### src/rtl/step_sequencer.sv
`default_nettype none
// ============================================================================
// Module   : step_sequencer
// Purpose  : Timing front end of the control unit. Accepts one instruction
//            word over a valid/ready handshake, latches it, then walks a
//            one-hot time-step vector forward one step per cycle until the
//            encoder signals End (or the last step is passed). Stall freezes
//            the current step.
// Ports    : clk, reset (async, active-high)
//            run, ins_valid, ins_in[INS_W], ins_ready   - instruction intake
//            stall, end_step                            - step control
//            T[STEPS], Ins[INS_W], busy                 - to encoder
//            step_overflow (sticky), instr_count[CNT_W] - status
// Revision : 1.0 - initial release
// ============================================================================
module step_sequencer #(
  parameter int STEPS = 16,
  parameter int INS_W = 4,
  parameter int CNT_W = 8
) (
  input  logic             clk,
  input  logic             reset,
  input  logic             run,
  input  logic             ins_valid,
  input  logic [INS_W-1:0] ins_in,
  output logic             ins_ready,
  input  logic             stall,
  input  logic             end_step,
  output logic [STEPS-1:0] T,
  output logic [INS_W-1:0] Ins,
  output logic             busy,
  output logic             step_overflow,
  output logic [CNT_W-1:0] instr_count
);

  typedef enum logic [0:0] {
    IDLE = 1'b0,
    EXEC = 1'b1
  } state_t;

  localparam logic [STEPS-1:0] c_T_FIRST = {{(STEPS-1){1'b0}}, 1'b1};
  localparam logic [CNT_W-1:0] c_CNT_ONE = {{(CNT_W-1){1'b0}}, 1'b1};

  state_t             state_q, state_d;
  logic [STEPS-1:0]   t_q,     t_d;
  logic [INS_W-1:0]   ins_q,   ins_d;
  logic               ready_q, ready_d;
  logic               busy_q,  busy_d;
  logic               ovf_q,   ovf_d;
  logic [CNT_W-1:0]   cnt_q,   cnt_d;

  always_ff @(posedge clk or posedge reset) begin
    if (reset) begin
      state_q <= IDLE;
      t_q     <= '0;
      ins_q   <= '0;
      ready_q <= 1'b0;
      busy_q  <= 1'b0;
      ovf_q   <= 1'b0;
      cnt_q   <= '0;
    end else begin
      state_q <= state_d;
      t_q     <= t_d;
      ins_q   <= ins_d;
      ready_q <= ready_d;
      busy_q  <= busy_d;
      ovf_q   <= ovf_d;
      cnt_q   <= cnt_d;
    end
  end

  always_comb begin
    state_d = state_q;
    t_d     = t_q;
    ins_d   = ins_q;
    ready_d = ready_q;
    busy_d  = busy_q;
    ovf_d   = ovf_q;
    cnt_d   = cnt_q;

    case (state_q)
      IDLE: begin
        // ready is a registered copy of run, so a rising run opens the
        // handshake one edge later.
        ready_d = run;
        if (ins_valid && ready_q) begin
          ins_d   = ins_in;
          t_d     = c_T_FIRST;
          busy_d  = 1'b1;
          ready_d = 1'b0;
          state_d = EXEC;
        end
      end

      EXEC: begin
        ready_d = 1'b0;
        if (end_step) begin
          // End takes priority over stall so a finished instruction always
          // retires on the step it reports.
          t_d     = '0;
          busy_d  = 1'b0;
          cnt_d   = cnt_q + c_CNT_ONE;
          ready_d = run;
          state_d = IDLE;
        end else if (stall) begin
          t_d = t_q;
        end else if (t_q[STEPS-1]) begin
          // Ran off the last step without End: abandon, flag sticky error.
          ovf_d   = 1'b1;
          t_d     = '0;
          busy_d  = 1'b0;
          ready_d = run;
          state_d = IDLE;
        end else begin
          t_d = t_q << 1;
        end
      end

      default: begin
        state_d = IDLE;
      end
    endcase
  end

  assign T             = t_q;
  assign Ins           = ins_q;
  assign ins_ready     = ready_q;
  assign busy          = busy_q;
  assign step_overflow = ovf_q;
  assign instr_count   = cnt_q;

endmodule
`default_nettype wire

### config.mk
export PLATFORM = sky130hd
export DESIGN_NAME = step_sequencer
export DESIGN_NICKNAME = d
export VERILOG_FILES = /design/src/rtl/step_sequencer.sv
export SDC_FILE = /design/constraint.sdc
export NUM_CORES = 1
export LEC_CHECK = 0
export ABC_CLOCK_PERIOD_IN_PS = 2230
export CAP_MARGIN = 20
export CELL_PAD_IN_SITES_DETAIL_PLACEMENT = 1
export CELL_PAD_IN_SITES_GLOBAL_PLACEMENT = 2
export CORE_MARGIN = 4
export CORE_UTILIZATION = 31
export DETAILED_ROUTE_END_ITERATION = 7
export HOLD_SLACK_MARGIN = 0.05
export PLACE_DENSITY_LB_ADDON = 0.1
export REMOVE_ABC_BUFFERS = 1
export SYNTH_ARGS = -nofsm -noshare
export SYNTH_HDL_FRONTEND = slang
export SYNTH_SLANG_ARGS = --single-unit
### constraint.sdc
create_clock -name clk -period 2.23 [get_ports clk]
set_input_delay 0.446 -clock clk [delete_from_list [all_inputs] [get_ports clk]]
set_output_delay 0.446 -clock clk [all_outputs]
set_load 0.03 [all_outputs]
==> results.yml, run 1 <==
timing:
  period_share_pct: 81.9
  slew_viol_final: 0
  min_period_ps: 1830
  relSlewSlack_pct: 72.3
  hold_violations: 0
  worstMarginPinSlew_ps: 416
  hold_ws_ps: 487
  clock_skew_ps: 5.89
  rsz0062_at_grt: "no"
  setup_viol: 0
  timing.fmax_mhz: 547
  fin_setup_tns_ps: 0
layout:
  multi_input_area_um2: 498
  final_cell_mix: "clkdlybuf4s50_1, nand2_1, dfrtp_1"
  instances_no_fill: 230
  layout_commonest_cell: "clkdlybuf4s50_1"
  nFillCells: 483
  layout-drive-gt1-share_pct: 7.87
  layout.nets: 188
  register_area_um2: 801
  stdcell_area_mm2: 0.00195
  finish.utilization_pct: 44.5
  diodes: 0
  syn2layout_area_growth_pct: 38.1
critical_path:
  cp-start-kind: "flop"
  cp_max_fo: 5
  cp.arrival_ps: 1380
  cp_num_buf_inv: 1
  cpMaxStageDelayCell: "clkdlybuf4s50_1"
  cp-end-kind: "output port"
  worstSetupPathType: "reg2out"
  crit_chain: "clkdlybuf4s50_1"
  worst_ep_required_time_ps: 1780
  cp_top_family: "buffers and inverters"
  cpPeakStageDelay_ps: 690
grt:
  grt_pass1_vias: 1123
  grt_max_degree: 33
  gr-usage-all-layers_pct: 12.1
  grt-ovfl-total: 0
  antenna_found_initial: 0
  grt_first_pass_wirelength_um: 5130
power_and_ir_drop:
  power.density_mw_per_mm2: 898
  ir_drop_uv: 562
  power_frac_comb_pct: 31.5
  clock_power_share_pct: 25.9
  pwr-share-seq_pct: 42.5
  p_switching_w: 0.000589
  switching_share_pct: 33.6
  p_leak_nw: 0.905
  p_int_w: 0.00116
clock_tree:
  post_cts_buffers: 0
  clkSinkCount: 32
  cts.path.max_buffers: 2
  cts_hold_buf: 0
  cts_buffers: 5
  cts_tree: "done"
  cts.clk_slew.worst_paths_ps: 60
  cts.repair.resized: 0
  cts-root-buf: "clkbuf_8"
  clock_latency_ps: 280
  htreeDepth: 2
die:
  core_area_mm2: 0.00438
  initial_core_util_pct: 32.2
  die_x_um: 75.5
  fp.dieArea_mm2: 0.00571
  pin_count: 41
  rows: 24
  die_height_um: 75.5
synthesis:
  ys_seq_area_share_pct: 56.6
  ys_ff_latch: 32
  syn_area_mm2: 0.00141
  netlist_instances: 130
  ys_types: 28
  avgSynthCellArea_um2: 10.9
  yosys_warnings: 0
  synth-edff-count: 0
  synthArstFlopShare_pct: 100
  synthFlopType: "dfrtp_1"
placement:
  place_inst: 222
  io_buffers: 40
  gp_congestion: 0.685
  dpl_cell_area_mm2: 0.00186
  hpwl_um: 2260
status:
  status: "completed"
routing:
  num_vias: 1043
  ant_nets: 0
  routedWlPerCell_um: 13.4
  dr.pass1.iters: 4
  drc: 0
  via_per_inst: 4.53
  drtIter0Drc: 36
  wl_um: 3080
run:
  max_cap_viol_count: 0
worst_hold_path:
  hp-class: "reg2reg"
## registers in the layout (all words and copies together) (netlist names)
register       cells
instr_count        8
state_q            1
ins_ready          1
T                 16
Ins                4
step_overflow      1
busy               1
## power groups by stage
stage | logic (W) | registers, W | clock network, W
after floorplan | 0.000162 | 0.000908 | 0
after global placement | 0.000552 | 0.000755 | 0
after detailed placement | 0.000563 | 0.000757 | 0
after CTS | 0.000565 | 0.000748 | 0.000477
after global routing | 0.000592 | 0.000762 | 0.000500
final | 0.000553 | 0.000746 | 0.000455
## worst reg2reg max path: stages, from the launching register on
cell,delay (ps)
dfrtp_1,530
and3b_1,320
a21oi_4,130
buf_4,280
mux2i_1,240
## layout make-up
type / instances / area share (%)
clock buffers: 8 / 4.62
inverters: 18 / 3.46
multi-input cells: 76 / 25.5
flip-flops and latches: 32 / 41.0
well taps: 52 / 3.33
repair buffers: 44 / 22.1
## cell families (layout without fill, tap and decap cells)
family	count (synthesis)	count (layout)	synth area share (%)
adders and majority gates	1	1	0.885
and+or+nand+nor	46	46	15.0
xor gates and xnor gates	7	7	4.34
muxes	16	16	11.4
buffers and inverters	22	70	8.14
AOI/OAI and AO/OA	6	6	3.63
DFF	32	32	56.6
## synth_stat cells (2+ instances only)
library cell / instances / area [um^2]
nand2_1: 33 / 124
inv_1: 18 / 67.6
mux2i_1: 15 / 150
nor2_1: 2 / 7.51
buf_6: 2 / 22.5
xor2_1: 2 / 17.5
o21ai_0: 2 / 10.0
xnor2_1: 5 / 43.8
dfrtp_1: 32 / 801
## per-layer routing
layer,global-route usage [%],part of all wire [%],vias to the layer above,wire [um]
met4,5.63,1.3,0,40
li1,-,-,499,-
met1,14.6,43,508,1330
met5,0,0,-,0
met2,19.2,49,32,1510
met3,4.49,6.6,4,204
## metrics by stage
| stage | worst slack, ps | power, W |
|---|---|---|
| finish | 403 | 0.00175 |
| detailed placement | 305 | 0.00132 |
| global route | 337 | 0.00185 |
| CTS | 383 | 0.00179 |
| floorplan | 733 | 0.00107 |
| global placement | 382 | 0.00131 |
## path summary, 6_finish.rpt
check / startpoint / end / slack [ps] / cells after the start
worst max-delay path: instr_count[2]$_DFFE_PP0P_ / instr_count[2] / 400 / 1
worst min-delay path: step_overflow$_DFFE_PP0P_ / step_overflow$_DFFE_PP0P_ / 490 / 2
worst max register to register: state_q$_DFF_PP0_ / T[7]$_DFFE_PP0P_ / 640 / 4
worst min register to register: step_overflow$_DFFE_PP0P_ / step_overflow$_DFFE_PP0P_ / 490 / 2
max in group asynchronous: reset / T[7]$_DFFE_PP0P_ / 1370 / 3
min in group asynchronous: reset / T[12]$_DFFE_PP0P_ / 560 / 3
(Power assumes the default switching activity.)
==> run 2: changes to the inputs <==
--- a/config.mk
+++ b/config.mk
@@ -5,12 +5,12 @@
 export SDC_FILE = /design/constraint.sdc
 export NUM_CORES = 1
 export LEC_CHECK = 0
-export ABC_CLOCK_PERIOD_IN_PS = 2230
+export ABC_CLOCK_PERIOD_IN_PS = 1900
 export CAP_MARGIN = 20
 export CELL_PAD_IN_SITES_DETAIL_PLACEMENT = 1
 export CELL_PAD_IN_SITES_GLOBAL_PLACEMENT = 2
 export CORE_MARGIN = 4
-export CORE_UTILIZATION = 31
+export CORE_UTILIZATION = 29
 export DETAILED_ROUTE_END_ITERATION = 7
 export HOLD_SLACK_MARGIN = 0.05
 export PLACE_DENSITY_LB_ADDON = 0.1
==> constraint.sdc (replaced) <==
create_clock -name clk -period 1.9 [get_ports clk]
set_input_delay 0.38 -clock clk [delete_from_list [all_inputs] [get_ports clk]]
set_output_delay 0.38 -clock clk [all_outputs]
set_load 0.03 [all_outputs]
==> run 2 against run 1 <==
Total power is 19% higher; register-to-register slack got worse by 160 ps; sequential cell count stayed put.
==> results.yml, run 2 (synthesized netlist as in run 1, its figures left out) <==
power_and_ir_drop:
  ir_drop_uv: 355
  power_frac_comb_pct: 31.9
  fin_total_pwr_w: 0.00208
  p_leak_nw: 0.916
  switching_share_pct: 33.8
  power.density_mw_per_mm2: 1050
  p_switching_w: 0.000704
  clock_power_share_pct: 26.1
  p_int_w: 0.00138
  pwr-share-seq_pct: 42.0
critical_path:
  cp_num_buf_inv: 1
  path_depth: 1
  worst_ep_required_time_ps: 1520
  crit_chain: "clkdlybuf4s50_1"
  reg2reg_depth: 4
  cp.arrival_ps: 1400
  cpPeakStageDelay_ps: 700
  worstSetupPathType: "reg2out"
  cp-end-kind: "output port"
  cp_top_family: "buffers and inverters"
  cp-start-kind: "flop"
  cpMaxStageDelayCell: "clkdlybuf4s50_1"
  cp_max_fo: 4
routing:
  dr.pass1.iters: 2
  ant_nets: 0
  routedWlPerCell_um: 13.2
  drc: 0
  wl_um: 3250
  via_per_inst: 4.22
  drtIter0Drc: 31
  num_vias: 1038
layout:
  diodes: 0
  instances_no_fill: 246
  layout-drive-gt1-share_pct: 8.38
  nFillCells: 534
  layout_commonest_cell: "clkdlybuf4s50_1"
  syn2layout_area_growth_pct: 40.8
  final_cell_mix: "clkdlybuf4s50_1, nand2_1, dfrtp_1"
  layout.nets: 189
  largest_reg_flops: 16
timing:
  setup_ws_ps: 119
  hold_violations: 0
  min_period_ps: 1780
  fin_setup_tns_ps: 0
  period_share_pct: 93.7
  setup_viol: 0
  rsz0062_at_grt: "no"
  worstMarginPinSlew_ps: 407
  relSlewSlack_pct: 72.8
  slew_viol_final: 0
  clock_skew_ps: 4.40
  timing.fmax_mhz: 561
  hold_ws_ps: 476
die:
  fp.dieArea_mm2: 0.00606
  rows: 25
  die_height_um: 77.8
  core_area_mm2: 0.00472
  die_x_um: 77.8
  pin_count: 41
  initial_core_util_pct: 29.9
placement:
  place_inst: 238
  dp_slack_ps: 190
  io_buffers: 40
  gp_congestion: 0.740
  hpwl_um: 2350
clock_tree:
  post_cts_buffers: 0
  clock_latency_ps: 280
  cts_tree: "done"
  cts.path.max_buffers: 2
  htreeDepth: 2
  cts_hold_buf: 0
  clkSinkCount: 32
  cts.repair.resized: 0
  cts-root-buf: "clkbuf_8"
  cts_buffers: 5
  cts.clk_slew.worst_paths_ps: 70
grt:
  gr-usage-all-layers_pct: 12.3
  grt_max_degree: 33
  grt_pass1_vias: 1165
  grt_first_pass_wirelength_um: 5780
  grt-ovfl-total: 0
  antenna_found_initial: 0
worst_hold_path:
  hp-class: "reg2reg"
  hold_depth: 1
status:
  status: "completed"
run:
  max_cap_viol_count: 0
## run 2: changes by cell type in the layout (fill, tap and decap cells not counted)
cell	change
buf_12	+1
## run 2: cell type report
class	instances	area, um^2	area share (%)
clock buffer	8	90.1	4.53
inverter	18	67.6	3.39
multi-input combinational	76	498	25.0
sequential	32	801	40.2
tap	67	83.8	4.21
timing repair buffer	45	450	22.6
## run 2: power by group through the flow
stage	Clock [W]	Combinational, W	Sequential (W)
after global placement	0	0.000662	0.000886
final	0.000543	0.000665	0.000874
after global routing	0.000599	0.000710	0.000897
after detailed placement	0	0.000675	0.000890
after floorplan	0	0.000190	0.00107
after CTS	0.000571	0.000678	0.000877
## run 2: path summary, 6_finish.rpt
| path | from | end | slack, ps |
|---|---|---|---|
| max in group asynchronous | reset | busy$_DFFE_PP0P_ | 1120 |
| setup reg to reg | state_q$_DFF_PP0_ | T[10]$_DFFE_PP0P_ | 480 |
| min in group asynchronous | reset | T[11]$_DFFE_PP0P_ | 490 |
| hold / removal | instr_count[7]$_DFFE_PP0P_ | instr_count[7]$_DFFE_PP0P_ | 480 |
| hold reg to reg | instr_count[7]$_DFFE_PP0P_ | instr_count[7]$_DFFE_PP0P_ | 480 |
| setup / recovery | T[15]$_DFFE_PP0P_ | T[15] | 120 |
## run 2: metrics by stage
stage                     area (um^2)  utilization, %
final                            1990            42.1
after global routing             1990            42.1
after CTS                        1990            42.1
after detailed placement         1900            40.2
after global placement           1900            40.2
after floorplan                  1370               -
## run 2: per-layer routing
metal  track usage [%]  up-vias  routed length [um]  share of wire, %
li1                  -      499                   -                 -
met3              4.41        4                 155               4.8
met1              15.1      512                1480                46
met4              3.74        0                  37               1.1
met2              20.0       23                1580                48
met5                 0        -                   0                 0
